===== src/rtl/csr_access_unit_pkg.sv =====
// Shared types for the CSR access unit: CSR addresses, funct3 encodings, FSM states.
// CSR_FFLAGS_ACC_EN adds the FP-flag flush states.
package csr_access_unit_pkg;

    localparam int XLEN     = 32;
    localparam int FFLAGS_W = 5;

    localparam logic [11:0] CSR_MSTATUS = 12'h300;
    localparam logic [11:0] CSR_MTVEC   = 12'h305;
    localparam logic [11:0] CSR_MEPC    = 12'h341;
    localparam logic [11:0] CSR_MCAUSE  = 12'h342;
    localparam logic [11:0] CSR_MTVAL   = 12'h343;
    localparam logic [11:0] CSR_FFLAGS  = 12'h001;
    localparam logic [11:0] CSR_FRM     = 12'h002;
    localparam logic [11:0] CSR_FCSR    = 12'h003;

    typedef enum logic [2:0] {
        OP_RW  = 3'b001,
        OP_RS  = 3'b010,
        OP_RC  = 3'b011,
        OP_RWI = 3'b101,
        OP_RSI = 3'b110,
        OP_RCI = 3'b111
    } csr_op_e;

    typedef enum logic [2:0] {
        S_IDLE     = 3'd0,
        S_RMW_RD   = 3'd1,
        S_RMW_WR   = 3'd2,
        S_TR_EPC   = 3'd3,
        S_TR_CAUSE = 3'd4,
`ifdef CSR_FFLAGS_ACC_EN
        S_TR_VAL   = 3'd5,
        S_FF_RD    = 3'd6,
        S_FF_WR    = 3'd7
`else
        S_TR_VAL   = 3'd5
`endif
    } csr_state_e;

    function automatic logic csr_implemented(input logic [11:0] a);
        logic hit;
        hit = 1'b0;
        unique case (a)
            CSR_MSTATUS, CSR_MTVEC, CSR_MEPC, CSR_MCAUSE,
            CSR_MTVAL, CSR_FFLAGS, CSR_FRM, CSR_FCSR: hit = 1'b1;
            default: hit = 1'b0;
        endcase
        return hit;
    endfunction

endpackage


===== src/rtl/csr_access_unit_if.sv =====
// Bundle of request/response, trap and CSR-file port signals for the access unit.
// CSR_FFLAGS_ACC_EN adds fflags_valid/fflags.
interface csr_access_unit_if;
    import csr_access_unit_pkg::*;

    logic            req_valid;
    logic            req_ready;
    logic [2:0]      req_funct3;
    logic [11:0]     req_addr;
    logic [XLEN-1:0] req_rs1_data;
    logic            req_rs1_zero;
    logic [4:0]      req_zimm;

    logic            resp_valid;
    logic [XLEN-1:0] resp_rdata;
    logic            resp_illegal;

    logic            trap_valid;
    logic [XLEN-1:0] trap_pc;
    logic [XLEN-1:0] trap_cause;
    logic [XLEN-1:0] trap_tval;
    logic            trap_done;
    logic [XLEN-1:0] trap_target;

    logic [11:0]     csr_address_r;
    logic [XLEN-1:0] csr_data_r;
    logic            csrW_en;
    logic [11:0]     csr_address_w;
    logic [XLEN-1:0] csr_data_w;

`ifdef CSR_FFLAGS_ACC_EN
    logic                fflags_valid;
    logic [FFLAGS_W-1:0] fflags;
`endif

    modport master (
`ifdef CSR_FFLAGS_ACC_EN
        output fflags_valid, output fflags,
`endif
        output req_valid, input req_ready,
        output req_funct3, output req_addr,
        output req_rs1_data, output req_rs1_zero,
        output req_zimm,
        input resp_valid, input resp_rdata,
        input resp_illegal,
        output trap_valid, output trap_pc,
        output trap_cause, output trap_tval,
        input trap_done, input trap_target,
        input csr_address_r, output csr_data_r,
        input csrW_en, input csr_address_w,
        input csr_data_w
    );

    modport slave (
`ifdef CSR_FFLAGS_ACC_EN
        input fflags_valid, input fflags,
`endif
        input req_valid, output req_ready,
        input req_funct3, input req_addr,
        input req_rs1_data, input req_rs1_zero,
        input req_zimm,
        output resp_valid, output resp_rdata,
        output resp_illegal,
        input trap_valid, input trap_pc,
        input trap_cause, input trap_tval,
        output trap_done, output trap_target,
        output csr_address_r, input csr_data_r,
        output csrW_en, output csr_address_w,
        output csr_data_w
    );

endinterface


===== src/rtl/csr_access_unit_alu.sv =====
// Zicsr operand select, new-value compute and write-suppress decision.
// Purely combinational; legality of the op/address is handled by the caller.
module csr_alu
    import csr_access_unit_pkg::*;
(
    input  logic [2:0]      funct3_i,
    input  logic [XLEN-1:0] rs1_data_i,
    input  logic            rs1_zero_i,
    input  logic [4:0]      zimm_i,
    input  logic [XLEN-1:0] old_i,
    output logic [XLEN-1:0] new_o,
    output logic            write_o
);

    logic [XLEN-1:0] src;
    logic            src_zero;
    logic            is_rw;
    logic            is_rs;
    logic            is_rc;

    assign src = funct3_i[2] ? {{(XLEN-5){1'b0}}, zimm_i}
                             : rs1_data_i;
    assign src_zero = funct3_i[2] ? (zimm_i == 5'd0) : rs1_zero_i;

    assign is_rw = (funct3_i == OP_RW) || (funct3_i == OP_RWI);
    assign is_rs = (funct3_i == OP_RS) || (funct3_i == OP_RSI);
    assign is_rc = (funct3_i == OP_RC) || (funct3_i == OP_RCI);

    always_comb begin
        new_o = '0;
        unique case (1'b1)
            is_rw:   new_o = src;
            is_rs:   new_o = old_i | src;
            is_rc:   new_o = old_i & ~src;
            default: new_o = '0;
        endcase
    end

    // Set/clear with a zero source must not write (read-only CSR side effects).
    assign write_o = is_rw || ((is_rs || is_rc) && !src_zero);

endmodule


===== src/rtl/csr_access_unit.sv =====
// CSR access unit: Zicsr read-modify-write and machine trap entry via one read/write port.
// CSR_FFLAGS_ACC_EN enables sticky FP-flag accumulation and flush to fflags.
module csr_access_unit
    import csr_access_unit_pkg::*;
(
    input  logic clk,
    input  logic rst,
    csr_access_unit_if.slave bus
);

    csr_state_e      state_q, state_d;
    logic [2:0]      funct3_q, funct3_d;
    logic [11:0]     addr_q, addr_d;
    logic [XLEN-1:0] rs1_q, rs1_d;
    logic            rs1_zero_q, rs1_zero_d;
    logic [4:0]      zimm_q, zimm_d;
    logic            illegal_q, illegal_d;
    logic [XLEN-1:0] old_q, old_d;
    logic [XLEN-1:0] new_q, new_d;
    logic            we_q, we_d;

    logic [XLEN-1:0] alu_new;
    logic            alu_write;

`ifdef CSR_FFLAGS_ACC_EN
    logic [FFLAGS_W-1:0] pend_q, pend_d;
    logic [FFLAGS_W-1:0] pend_in;

    assign pend_in = bus.fflags_valid ? bus.fflags : '0;
`endif

    csr_alu u_alu (
        .funct3_i   (funct3_q),
        .rs1_data_i (rs1_q),
        .rs1_zero_i (rs1_zero_q),
        .zimm_i     (zimm_q),
        .old_i      (bus.csr_data_r),
        .new_o      (alu_new),
        .write_o    (alu_write)
    );

    always_ff @(posedge clk or negedge rst) begin
        if (!rst) begin
            state_q    <= S_IDLE;
            funct3_q   <= '0;
            addr_q     <= '0;
            rs1_q      <= '0;
            rs1_zero_q <= 1'b0;
            zimm_q     <= '0;
            illegal_q  <= 1'b0;
            old_q      <= '0;
            new_q      <= '0;
            we_q       <= 1'b0;
`ifdef CSR_FFLAGS_ACC_EN
            pend_q     <= '0;
`endif
        end else begin
            state_q    <= state_d;
            funct3_q   <= funct3_d;
            addr_q     <= addr_d;
            rs1_q      <= rs1_d;
            rs1_zero_q <= rs1_zero_d;
            zimm_q     <= zimm_d;
            illegal_q  <= illegal_d;
            old_q      <= old_d;
            new_q      <= new_d;
            we_q       <= we_d;
`ifdef CSR_FFLAGS_ACC_EN
            pend_q     <= pend_d;
`endif
        end
    end

    always_comb begin
        state_d    = state_q;
        funct3_d   = funct3_q;
        addr_d     = addr_q;
        rs1_d      = rs1_q;
        rs1_zero_d = rs1_zero_q;
        zimm_d     = zimm_q;
        illegal_d  = illegal_q;
        old_d      = old_q;
        new_d      = new_q;
        we_d       = we_q;
`ifdef CSR_FFLAGS_ACC_EN
        pend_d     = pend_q | pend_in;
`endif

        bus.req_ready     = 1'b0;
        bus.resp_valid    = 1'b0;
        bus.resp_rdata    = '0;
        bus.resp_illegal  = 1'b0;
        bus.trap_done     = 1'b0;
        bus.trap_target   = '0;
        bus.csr_address_r = '0;
        bus.csrW_en       = 1'b0;
        bus.csr_address_w = '0;
        bus.csr_data_w    = '0;

        unique case (state_q)
            S_IDLE: begin
                if (bus.trap_valid) begin
                    state_d = S_TR_EPC;
`ifdef CSR_FFLAGS_ACC_EN
                end else if (pend_q != '0) begin
                    state_d = S_FF_RD;
`endif
                end else begin
                    // Held low during reset so no output is active then.
                    bus.req_ready = rst;
                    if (bus.req_valid) begin
                        state_d    = S_RMW_RD;
                        funct3_d   = bus.req_funct3;
                        addr_d     = bus.req_addr;
                        rs1_d      = bus.req_rs1_data;
                        rs1_zero_d = bus.req_rs1_zero;
                        zimm_d     = bus.req_zimm;
                        illegal_d  = !csr_implemented(bus.req_addr)
                                  || (bus.req_funct3[1:0] == 2'b00);
                    end
                end
            end
            S_RMW_RD: begin
                bus.csr_address_r = addr_q;
                old_d   = illegal_q ? '0 : bus.csr_data_r;
                new_d   = alu_new;
                we_d    = alu_write && !illegal_q;
                state_d = S_RMW_WR;
            end
            S_RMW_WR: begin
                bus.resp_valid   = 1'b1;
                bus.resp_rdata   = old_q;
                bus.resp_illegal = illegal_q;
                if (we_q) begin
                    bus.csrW_en       = 1'b1;
                    bus.csr_address_w = addr_q;
                    bus.csr_data_w    = new_q;
                end
                state_d = S_IDLE;
            end
            S_TR_EPC: begin
                bus.csrW_en       = 1'b1;
                bus.csr_address_w = CSR_MEPC;
                bus.csr_data_w    = bus.trap_pc;
                state_d           = S_TR_CAUSE;
            end
            S_TR_CAUSE: begin
                bus.csrW_en       = 1'b1;
                bus.csr_address_w = CSR_MCAUSE;
                bus.csr_data_w    = bus.trap_cause;
                state_d           = S_TR_VAL;
            end
            S_TR_VAL: begin
                bus.csrW_en       = 1'b1;
                bus.csr_address_w = CSR_MTVAL;
                bus.csr_data_w    = bus.trap_tval;
                bus.csr_address_r = CSR_MTVEC;
                bus.trap_done     = 1'b1;
                bus.trap_target   = {bus.csr_data_r[XLEN-1:2], 2'b00};
                state_d           = S_IDLE;
            end
`ifdef CSR_FFLAGS_ACC_EN
            S_FF_RD: begin
                bus.csr_address_r = CSR_FFLAGS;
                old_d             = bus.csr_data_r;
                state_d           = S_FF_WR;
            end
            S_FF_WR: begin
                bus.csrW_en       = 1'b1;
                bus.csr_address_w = CSR_FFLAGS;
                bus.csr_data_w    = {{(XLEN-FFLAGS_W){1'b0}},
                                     old_q[FFLAGS_W-1:0] | pend_q};
                // Flags landing this cycle stay pending for the next flush.
                pend_d            = pend_in;
                state_d           = S_IDLE;
            end
`endif
            default: state_d = S_IDLE;
        endcase
    end

endmodule

===== src/flat_wrapper.sv =====
// flat-port wrapper written by rule: the top's interface ports become plain ports
module csr_access_unit_flat import csr_access_unit_pkg::*;
  (clk, rst, bus_req_valid, bus_req_ready, bus_req_funct3, bus_req_addr, bus_req_rs1_data, bus_req_rs1_zero, bus_req_zimm, bus_resp_valid, bus_resp_rdata, bus_resp_illegal, bus_trap_valid, bus_trap_pc, bus_trap_cause, bus_trap_tval, bus_trap_done, bus_trap_target, bus_csr_address_r, bus_csr_data_r, bus_csrW_en, bus_csr_address_w, bus_csr_data_w);
  csr_access_unit_if bus_i ();
  input  logic clk;
  input  logic rst;
  input wire logic [$bits(bus_i.req_valid)-1:0] bus_req_valid;
  output wire logic [$bits(bus_i.req_ready)-1:0] bus_req_ready;
  input wire logic [$bits(bus_i.req_funct3)-1:0] bus_req_funct3;
  input wire logic [$bits(bus_i.req_addr)-1:0] bus_req_addr;
  input wire logic [$bits(bus_i.req_rs1_data)-1:0] bus_req_rs1_data;
  input wire logic [$bits(bus_i.req_rs1_zero)-1:0] bus_req_rs1_zero;
  input wire logic [$bits(bus_i.req_zimm)-1:0] bus_req_zimm;
  output wire logic [$bits(bus_i.resp_valid)-1:0] bus_resp_valid;
  output wire logic [$bits(bus_i.resp_rdata)-1:0] bus_resp_rdata;
  output wire logic [$bits(bus_i.resp_illegal)-1:0] bus_resp_illegal;
  input wire logic [$bits(bus_i.trap_valid)-1:0] bus_trap_valid;
  input wire logic [$bits(bus_i.trap_pc)-1:0] bus_trap_pc;
  input wire logic [$bits(bus_i.trap_cause)-1:0] bus_trap_cause;
  input wire logic [$bits(bus_i.trap_tval)-1:0] bus_trap_tval;
  output wire logic [$bits(bus_i.trap_done)-1:0] bus_trap_done;
  output wire logic [$bits(bus_i.trap_target)-1:0] bus_trap_target;
  output wire logic [$bits(bus_i.csr_address_r)-1:0] bus_csr_address_r;
  input wire logic [$bits(bus_i.csr_data_r)-1:0] bus_csr_data_r;
  output wire logic [$bits(bus_i.csrW_en)-1:0] bus_csrW_en;
  output wire logic [$bits(bus_i.csr_address_w)-1:0] bus_csr_address_w;
  output wire logic [$bits(bus_i.csr_data_w)-1:0] bus_csr_data_w;
  assign bus_i.req_valid = bus_req_valid;
  assign bus_req_ready = bus_i.req_ready;
  assign bus_i.req_funct3 = bus_req_funct3;
  assign bus_i.req_addr = bus_req_addr;
  assign bus_i.req_rs1_data = bus_req_rs1_data;
  assign bus_i.req_rs1_zero = bus_req_rs1_zero;
  assign bus_i.req_zimm = bus_req_zimm;
  assign bus_resp_valid = bus_i.resp_valid;
  assign bus_resp_rdata = bus_i.resp_rdata;
  assign bus_resp_illegal = bus_i.resp_illegal;
  assign bus_i.trap_valid = bus_trap_valid;
  assign bus_i.trap_pc = bus_trap_pc;
  assign bus_i.trap_cause = bus_trap_cause;
  assign bus_i.trap_tval = bus_trap_tval;
  assign bus_trap_done = bus_i.trap_done;
  assign bus_trap_target = bus_i.trap_target;
  assign bus_csr_address_r = bus_i.csr_address_r;
  assign bus_i.csr_data_r = bus_csr_data_r;
  assign bus_csrW_en = bus_i.csrW_en;
  assign bus_csr_address_w = bus_i.csr_address_w;
  assign bus_csr_data_w = bus_i.csr_data_w;
  csr_access_unit u_core (.clk(clk), .rst(rst), .bus(bus_i));
endmodule

===== config.mk =====
export PLATFORM = sky130hd
export DESIGN_NAME = csr_access_unit_flat
export DESIGN_NICKNAME = d
export VERILOG_FILES = /design/src/rtl/csr_access_unit_pkg.sv /design/src/rtl/csr_access_unit_if.sv /design/src/rtl/csr_access_unit_alu.sv /design/src/rtl/csr_access_unit.sv /design/src/flat_wrapper.sv
export SDC_FILE = /design/constraint.sdc
export NUM_CORES = 1
export LEC_CHECK = 0
export BUFFER_PORTS_ARGS = -buffer_cell sky130_fd_sc_hd__buf_2
export CAP_MARGIN = 10
export CORE_ASPECT_RATIO = 0.7
export CORE_UTILIZATION = 40
export CTS_CLUSTER_DIAMETER = 120
export CTS_CLUSTER_SIZE = 28
export DETAILED_ROUTE_END_ITERATION = 8
export GPL_ROUTABILITY_DRIVEN = 0
export PLACE_DENSITY = 0.69
export SYNTH_ARGS = -nofsm -noshare
export SYNTH_HDL_FRONTEND = slang
export SYNTH_HIERARCHICAL = 1
export SYNTH_SLANG_ARGS = --single-unit

===== constraint.sdc =====
create_clock -name clk -period 1.55 [get_ports clk]
set_input_delay 0.0775 -clock clk [delete_from_list [all_inputs] [get_ports clk]]
set_output_delay 0.0775 -clock clk [all_outputs]
set_load 0.05 [all_outputs]

After elaboration in Yosys (flattened, before gate mapping)
Cells that the tools add are included.
{ "op_classes": {"n_mux": 25, "n_bitwise": 4, "n_addsub": 0, "magnitude_cmp": 0, "n_eq_ne": 20, "n_reduce_logical": 17, "div": 0, "shifts": 0, "multipliers": 0} }
{ "ops": {"columns": ["cell", "n"], "rows": [
  ["$mux 32", 5],
  ["$pmux 32 s4", 1],
  ["$pmux 32 s3", 1],
  ["$eq 12x10->1 const B", 5],
  ["$pmux 12 s4", 1],
  ["$and 32x32->32", 1],
  ["$not 32->32", 1],
  ["$or 32x32->32", 1],
  ["$eq 12x2->1 const B", 2],
  ["$pmux 12 s2", 1],
  ["$eq 3x3->1 const B", 5],
  ["$eq 12x1->1 const B", 1],
  ["$eq 3x2->1 const B", 4],
  ["$mux 12", 1],
  ["$pmux 3 s4", 1],
  ["$mux 1", 11],
  ["$reduce_or 8->1", 1],
  ["$eq 3x1->1 const B", 2],
  ["$logic_or 1x1->1", 6],
  ["$mux 3", 2],
  ["$logic_not 5->1", 1],
  ["$logic_not 1->1", 3],
  ["$logic_not 3->1", 1],
  ["$ne 3x3->1 const B", 1],
  ["other kinds (6)", 7]
]} }
{ "totals": {"rom_bits": 0, "out_inout_bits": 125, "ff_bits": 122, "wordCells": 76, "in_bits": 185, "mem_count": 0, "mem_bits_rw": 0, "latchBits": 0} }

Longest topological paths before layout
Gate-level depths: netlist of the first run.
{ "logic_depth": {"ltp_word": 8, "ltp_mapped": 7} }

Modules after synthesis
The synthesis of the first run kept the hierarchy.
{ "modules_own_cells": {"columns": ["module", "instances", "area_per_inst_um2", "cells_each"], "rows": [
  ["csr_access_unit", 1, 6457.4, 584],
  ["csr_alu", 1, 879.6, 116]
]} }

Worst setup path after synthesis of the first run
No wires, ideal clock.
{ "synth_path": {"path_type": "register -> output", "from": "register u_core.state_q[0]", "to": "output bus_csrW_en", "path_stages_with_launch": 6, "required_ns": 1.472, "arrival_ns": 2.038, "path_slack_ns": -0.566, "path_buffers": 3, "cell_sequence": "dfrtp_1 > buf_2 > buf_2 > clkbuf_1 > nor2_1 > o21ai_0"} }
{ "synth_via": {"elab_chain_cells": 3, "elab_cells_between_ends": 6, "cone_classes": "eq/ne: 4; mux: 1; reduce/logical: 1"} }
{ "synth_rtl": {"columns": ["item", "line_no", "source"], "rows": [
  ["start: declaration", "csr_access_unit.sv:11", "csr_state_e state_q, state_d;"],
  ["start signal: assignment", "csr_access_unit.sv:58", "state_q <= state_d;"],
  ["$eq 3x3->1 / $eq 3x2->1 (equally long branches)", "csr_access_unit.sv:100", "unique case (state_q)"],
  ["$reduce_or 3->1 (no line)", null, null],
  ["$pmux 1 s2 *", "csr_access_unit.sv:100", null],
  ["end: declaration", "flat_wrapper.sv:25", "output wire logic [$bits(bus_i.csrW_en)-1:0] bus_csrW_en;"]
]} }
Every way passes the cells marked *; elsewhere a longest branch is shown, timed or not.

Final worst setup path of the first run
{ "layout_path": {"from": "register u_core.state_q[0]", "to": "output bus_csr_data_w[30]"} }
{ "layout_via": {"elab_chain_cells": 2, "elab_cells_between_ends": 5, "cone_classes": "eq/ne: 4; mux: 1"} }
{ "layout_rtl": {"columns": ["item", "line_no", "source"], "rows": [
  ["$eq 3x3->1 / $eq 3x2->1 (equally long branches)", "csr_access_unit.sv:100", null],
  ["$pmux 32 s4 *", "csr_access_unit.sv:100", null],
  ["end: declaration", "flat_wrapper.sv:27", "output wire logic [$bits(bus_i.csr_data_w)-1:0] bus_csr_data_w;"]
]} }
Marked as above.

==> results of run 1 <==
flip-flops by register name, summed over array words and instances, names as in the netlist:
register	cells
u_core/addr_q	12
u_core/funct3_q	3
u_core/illegal_q	1
u_core/new_q	32
u_core/old_q	32
u_core/rs1_q	32
u_core/rs1_zero_q	1
u_core/state_q	3
u_core/we_q	1
u_core/zimm_q	5
worst register-to-register path, cell delays in order, from the launching register on:
cell and delay (ns):
dfrtp_1 0.42, buf_6 0.15, buf_6 0.12, nor2_4 0.13, buf_6 0.17, nand3_4 0.13
buf_12 0.22, mux2_4 0.34
routing by layer:
| metal | up-vias | share of wire [%] | wire, um |
|---|---|---|---|
| met3 | 70 | 6.9 | 2150 |
| met4 | 2 | 2.5 | 771 |
| met2 | 391 | 48 | 15100 |
| met5 | - | 0.026 | 8 |
| met1 | 3722 | 42 | 13200 |
| li1 | 3354 | - | - |
cell usage in the layout, fill, tap and decap left out, drive strengths merged, types with 4 or more instances in the layout:
cell / n
a21oi: 4
a221o: 32
and2: 34
and3: 46
buf: 368
bufinv: 4
clkbuf: 31
clkinv: 5
dfrtp: 122
dlygate4sd3: 85
inv: 36
mux2: 85
mux2i: 37
nand2: 39
nand2b: 36
nand3: 6
nor2: 48
o211ai: 27
o21ai: 44
o31ai: 27
final timing paths:
check / to / slack [ns] / cells after the start
worst min register to register: u_core/rs1_q[11] / 0.50 / 1
max in group asynchronous: u_core/new_q[17] / 0.76 / 3
worst min-delay path: u_core/old_q[16] / 0.02 / 3
worst max-delay path: bus_csr_data_w[30] / -0.55 / 5
min in group asynchronous: u_core/addr_q[9] / 0.10 / 2
worst max register to register: u_core/zimm_q[1] / -0.23 / 7
power by group:
part / switching [mW] / internal, mW / total (mW)
Combinational: 9.18 / 8.00 / 17.2
Sequential: 1.36 / 4.67 / 6.03
Clock: 1.61 / 2.73 / 4.34
Total: 12.2 / 15.4 / 27.6
what timing repair did:
item,CTS,global route
gates cloned,1,25
setup buffers,5,8
gates resized for setup,151,352
endpoints found under the setup margin,178,235
hold buffers,84,1
endpoints found under the hold margin,204,1
pin swaps,3,58
kinds of logic after synthesis:
logic type                synth area share (%)
xor gates and xnor gates                 0.375
other                                   0.0511
and+or+nand+nor                           15.5
AOI/OAI and AO/OA                         15.8
muxes                                     19.9
DFF                                       41.6
buffers and inverters                     6.67
cells in the mapped netlist:
library cell | n | area share, %
a31oi_1 | 1 | 0.085
a211oi_1 | 1 | 0.10
xnor2_4 | 1 | 0.38
a2111oi_0 | 1 | 0.12
a21oi_1 | 4 | 0.27
o211ai_1 | 27 | 2.8
mux2_4 | 36 | 7.4
mux2_2 | 49 | 7.5
a221o_1 | 32 | 4.4
a21o_1 | 2 | 0.20
nor2b_1 | 3 | 0.26
o22ai_1 | 1 | 0.085
clkbuf_1 | 26 | 1.3
nand3_1 | 5 | 0.34
inv_1 | 30 | 1.5
buf_2 | 22 | 1.5
conb_1 | 1 | 0.051
o211a_1 | 1 | 0.14
buf_6 | 11 | 1.7
o2111ai_1 | 1 | 0.12
nor2_1 | 47 | 2.4
and2_1 | 34 | 2.9
nor3_1 | 3 | 0.20
dfrtp_1 | 122 | 42
o21ai_0 | 44 | 3.0
nor4_1 | 1 | 0.085
buf_4 | 6 | 0.61
nor3b_2 | 1 | 0.17
nor2_2 | 1 | 0.085
nand2b_1 | 36 | 3.1
nand2_1 | 38 | 1.9
mux2i_1 | 37 | 5.0
and3_1 | 46 | 3.9
nand3_2 | 1 | 0.14
o31ai_1 | 2 | 0.20
o31ai_2 | 25 | 4.3
o31a_1 | 1 | 0.12
area by class of cell:
class,instances,area (um2),share of cell area (%)
repair buffers,467,4610,35.1
clock inverters,15,211,1.61
well taps,236,295,2.25
clock buffers,17,425,3.24
inverters,30,113,0.857
multi-input cells,485,4430,33.7
flip-flops and latches,122,3060,23.3
diodes,2,5.00,0.0381
==> summary.txt, run 1 <==
Run status
  – Status: finished, violations left
  – Failing checks: setup timing

Global route
  – Vias in the first global route: between 6000 and 7000
  – Grt total ovfl: 0
  – Most Crowded Layer GR: met2
  – First-pass GRT wire length: ~39000 um
  – Met3 usage: between 6 and 7%
  – Largest net degree at the start of global routing: 67
  – Met2 global-route usage: about 43%
  – Gr usage total: between 20 and 30%
  – Initial antenna violation count: 3
  – GR met1 Demand/Resource: about two fifths

Synth
  – Mean area per synthesized cell: 10.5 um2
  – Sequential element share of the synthesized area: between 40% and 50%
  – Post-Syn Area: 0.00734 mm2
  – Post-synth cell types: 37
  – Synth warn: 6
  – Synth Instances: 700
  – Number of synthesized register bits: 122

Timing
  – Skew final: around 0.0090 ns
  – RSZ-0062 raised after global routing: yes
  – Fmax: about 0.48 GHz
  – Hold_ws: roughly 0.024 ns
  – Total Neg Setup Slack: -65.47 ns
  – Setup ws final: -0.552 ns
  – Setup violations, final: 239
  – Final hold viol count: 0
  – Crit share post-route: 136%
  – Fin crit period: about 2.1 ns
  – Final slew viol count: 0

Setup path
  – Setup CP Type: reg2out
  – Crit. Startpoint: u_core/state_q[0]
  – Worst EP required: 1.47 ns
  – Reg2reg start: u_core/state_q[1]
  – Critical path's slowest cell: dfrtp_4
  – Crit path buf inv count: 2
  – Critical path launch point type: register
  – Worst path max stage delay: approximately 0.56 ns
  – Cell Chain, Critical Path: nor3b_4 -> and2_4 -> buf_12 -> a221o_2 -> buf_8
  – CP Max Fanout: 30
  – CP top delay family: flip-flops
  – Setup crit end kind: primary output
  – Worst EP arrival: between 2 and 2.5 ns

Clocking
  – CTS buffer count: 17
  – Clk_lat worst skew: 0.41 ns
  – Clock buffer depth: 2
  – CTS tree: built
  – CTS clk-pin slew, worst paths: about 0.06 ns
  – H-Tree Depth: 4
  – Clock sink count: between 100 and 150
  – Clock root buffer: clkbuf_16

Die
  – Die Ht: between 100 and 150 um
  – Ports: 310
  – FP Rows: about 40
  – Die W: around 160 um
  – Initial core utilization: 40.7%
  – Total die area: between 0.015 and 0.02 mm2
  – Core ar.: around 0.018 mm2

Pwr
  – Leakage power: ~6.4 nW
  – Total Power: 27.6 mW
  – Pwr Density: roughly 2100 mW/mm2
  – Worst VDD drop: 1.16 mV

Layout
  – Fill cells: around 1100
  – Post-Route Utilization: 73.0%
  – Final layout net count: around 1300
  – Layout Cells excl Fill: 1374
  – Final Instance Area: approximately 0.013 mm2
  – Layout cells sized above 1: roughly three fifths
  – Layout area overhead: 79.2%

Placement
  – Placed Instances: ~1200
  – Post-Place Setup Slack: -0.185 ns
  – Final HPWL DP: 17500 um
  – IO buf count: around 300
  – Area post-placement: 0.00963 mm2

Job
  – Max-cap violations: 0

Route
  – First-pass DRT Iterations: 5
  – Routed vias: 7539
  – Aggregate routed wire length: roughly 31000 um
  – Post-DRT Antenna Nets: 0
  – DRC Markers: 0
  – DR vias/cell: ~5.5
  – Initial DRC count: about 540
  – Drt wl/cell: 22.7 um

Min path
  – Hold Crit Class: in2reg
  – HP Start: bus_csr_data_r[16]
Note: power is estimated with default switching activity, not from simulation.
==> run 2, diff against run 1 <==
--- a/config.mk
+++ b/config.mk
@@ -10,11 +10,11 @@
 export CORE_ASPECT_RATIO = 0.7
 export CORE_UTILIZATION = 40
 export CTS_CLUSTER_DIAMETER = 120
-export CTS_CLUSTER_SIZE = 28
+export CTS_CLUSTER_SIZE = 16
 export DETAILED_ROUTE_END_ITERATION = 8
 export GPL_ROUTABILITY_DRIVEN = 0
-export PLACE_DENSITY = 0.69
+export PLACE_DENSITY = 0.7
+export RECOVER_POWER = 25
 export SYNTH_ARGS = -nofsm -noshare
 export SYNTH_HDL_FRONTEND = slang
-export SYNTH_HIERARCHICAL = 1
 export SYNTH_SLANG_ARGS = --single-unit
==> run 2 against run 1 <==
Against the previous run: the flow still finishes with violations (setup timing); non-clock buffer count fell by 16; routed wire length fell by 8.7%; clock power fell by 12%; utilization fell by 1.3 points; register-to-register slack improved by 0.07 ns; highest routed layer is now met4.
==> summary.txt, run 2 <==
Run status
  – Status: finished, violations left
  – Failing checks: setup timing

Layout
  – Layout Cells excl Fill: 1384
  – Leading cell type in the layout, fill and taps excluded: buf_2
  – Post-Route Utilization: roughly 70%
  – Layout area overhead: 72.4%
  – Most frequent cells in the layout: buf_2 (183), dfrtp_1 (121), nor2_1 (95)
  – Regs by FF count: u_core.new_q x32, u_core.old_q x32, u_core.rs1_q x32
  – Layout cells sized above 1: roughly 52%
  – Fill cells: roughly 1200
  – Final layout net count: 1330

Setup path
  – Critical path launch point type: register
  – Cell Chain, Critical Path: nor2b_4 -> nand2_2 -> nor2_4 -> clkbuf_16 -> a221o_2 -> buf_8
  – Reg2Reg Depth: 6
  – Setup CP Type: reg2out
  – Reg-to-Reg End: u_core.rs1_q[20]
  – CP top delay family: simple AND/OR/NAND/NOR gates
  – Reg2reg start: u_core.state_q[2]
  – Worst path max stage delay: around 0.48 ns
  – CP Max Fanout: 10
  – Worst EP required: ~1.5 ns
  – Critical path's slowest cell: dfrtp_2
  – Setup crit end kind: primary output
  – R2R setup slack: -0.16 ns
  – Worst EP arrival: about 1.9 ns
  – Crit path buf inv count: 2

Die
  – Total die area: 0.0178 mm2
  – Die W: roughly 160 um
  – Initial core utilization: between 40 and 50%
  – Core ar.: ~0.017 mm2
  – FP Rows: 39
  – Ports: 310
  – Die Ht: around 110 um

Job
  – Max-cap violations: 0

Timing
  – Crit share post-route: 130%
  – Final hold viol count: 0
  – RSZ-0062 raised after global routing: yes
  – Fmax: a little under 0.5 GHz
  – Skew final: about 0.014 ns
  – Fin crit period: between 2 and 2.5 ns
  – Setup ws final: -0.467 ns
  – Final slew viol count: 0
  – Setup violations, final: between 200 and 250
  – Tightest Pin Transition: 1.12 ns
  – Hold_ws: about 0.42 ns
  – Slew HR: between 20% and 30%

Synth
  – Post-synth top area share: between 40 and 50%
  – EDFF count, synth: 0
  – Top post-synthesis cells by count: dfrtp_1 (122), nor2_1 (104), and2_1 (78)
  – Post-synthesis async set-or-reset flop share: 100%
  – Synth Instances: around 730
  – Area leader, netlist: dfrtp_1
  – Main area contributors after synthesis: dfrtp_1 (44%), mux2_2 (8.8%), and2_1 (7.1%), nor2_1 (5.7%), a221o_1 (4.6%)
  – Post-synth cell types: 36
  – Number of synthesized register bits: between 100 and 150
  – Synth warn: 0
  – Post-Syn Area: 0.00690 mm2
  – Mean area per synthesized cell: about 9.4 um2
  – Top-count cell post-synth: dfrtp_1
  – Sequential element share of the synthesized area: between 40% and 50%
  – Top_reg_cell synth: dfrtp_1

Global route
  – Met2 global-route usage: between 50% and 60%
  – Grt total ovfl: 0
  – Most Crowded Layer GR: met2
  – GR met1 Demand/Resource: between 40% and 50%
  – Gr usage total: 31.0%
  – Initial antenna violation count: 0
  – First-pass GRT wire length: 42300 um
  – Largest net degree at the start of global routing: ~120
  – Met3 usage: under 10%
  – Vias in the first global route: roughly 7400

Min path
  – Hold path endpoint: u_core.rs1_q[0]
  – HP Start: bus_req_rs1_data[0]
  – Hold path depth: 3
  – Hold Crit Class: in2reg

Route
  – DRC Markers: 0
  – Drt wl/cell: 20.6 um
  – Routed vias: 7512
  – DR vias/cell: 5.43
  – First-pass DRT Iterations: 5
  – Aggregate routed wire length: approximately 29000 um
  – Initial DRC count: 642
  – Post-DRT Antenna Nets: 0

Clocking
  – Clock buffer depth: 2
  – CTS tree: built
  – CTS buffer count: 17
  – H-Tree Depth: 4
  – Clock sink count: between 100 and 150
  – CTS clk-pin slew, worst paths: ~0.06 ns
  – Clock root buffer: clkbuf_16
  – Clk_lat worst skew: around 0.42 ns

Pwr
  – Total Power: ~24 mW
  – Worst VDD drop: between 1 and 1.5 mV
  – Leakage power: ~5.6 nW
  – Pwr Density: slightly above 2000 mW/mm2

Placement
  – IO buf count: 307
  – Placed Instances: approximately 1200
  – Final HPWL DP: 17000 um
[run 2: cell count changes in the layout (fill, tap and decap cells not counted), moves of 30 or more]
| cell | change |
|---|---|
| and2_2 | +36 |
| and3_1 | -30 |
| buf_4 | +41 |
| mux2_4 | -33 |
| mux2i_1 | -35 |
| nand2_1 | +67 |
| nand3b_1 | +33 |
| nor2_1 | +54 |
| nor2b_1 | +32 |
[run 2: layer usage]
layer	wire length (um)	vias up	part of all wire [%]
met2	13600	398	48
met1	12100	3659	42
met5	0	-	0
met3	2150	56	7.5
met4	713	0	2.5
li1	-	3399	-
[run 2: cell type report]
type | instances | area [um2] | share of cell area (%)
multi-input cells | 550 | 4000 | 33.6
flip-flops and latches | 122 | 3050 | 25.7
clock buffers | 17 | 425 | 3.58
well taps | 225 | 282 | 2.37
diodes | 1 | 2.50 | 0.0210
inverters | 3 | 11.3 | 0.0947
repair buffers | 451 | 3980 | 33.4
clock inverters | 15 | 143 | 1.20
[run 2: timing repair]
| action | CTS | global route |
|---|---|---|
| cloned | 3 | 6 |
| pin swaps | 28 | 18 |
| gates resized for setup | 282 | 31 |
| endpoints found under the setup margin | 142 | 240 |
| hold buffers | 88 | 0 |
| hold endpoints to repair | 217 | 0 |
| buffers inserted | 8 | 2 |
[run 2: worst max path at each step]
stage,from,end,slack (ns),cells after the start
after floorplan,u_core.state_q[0],bus_csr_address_w[6],-0.19,4
final,u_core.state_q[2],bus_csr_data_w[18],-0.47,6
after global placement,u_core.state_q[1],u_core.new_q[29],-0.12,6
after global routing,u_core.state_q[2],bus_csr_data_w[18],-0.53,6
after CTS,u_core.state_q[2],bus_csr_data_w[8],-0.43,6
after detailed placement,u_core.state_q[1],u_core.new_q[29],-0.11,6
[run 2: report_power, final]
part           internal (mW)  leakage [nW]  total, mW  switching, mW
registers               4.77          1.50       6.05           1.28
logic                   6.21          3.84       14.1           7.91
clock network           2.23         0.269       3.83           1.59
[run 2: logic make-up after synthesis]
logic type / after synthesis / synth area share, %
XOR/XNOR: 1 / 0.399
AO/OA/AOI/OAI: 123 / 14.4
flip-flops: 122 / 44.3
other: 1 / 0.0544
multiplexers: 58 / 9.45
buffers and inverters: 64 / 4.19
AND/OR/NAND/NOR: 365 / 27.2
[run 2: stage by stage]
stage                     TNS (ns)  setup slack (ns)  instance area, um2
after detailed placement     -2.55            -0.108                9130
after global placement      -0.465            -0.122                9130
after global routing        -67.66            -0.532               11900
after floorplan             -0.983            -0.195                7100
final                       -54.57            -0.467               11900
after CTS                   -43.52            -0.426               11700
[run 2: tightest hold or removal path: stages]
cell and delay (ns):
dlygate4sd3_1 0.51, buf_2 0.09, mux2_2 0.13
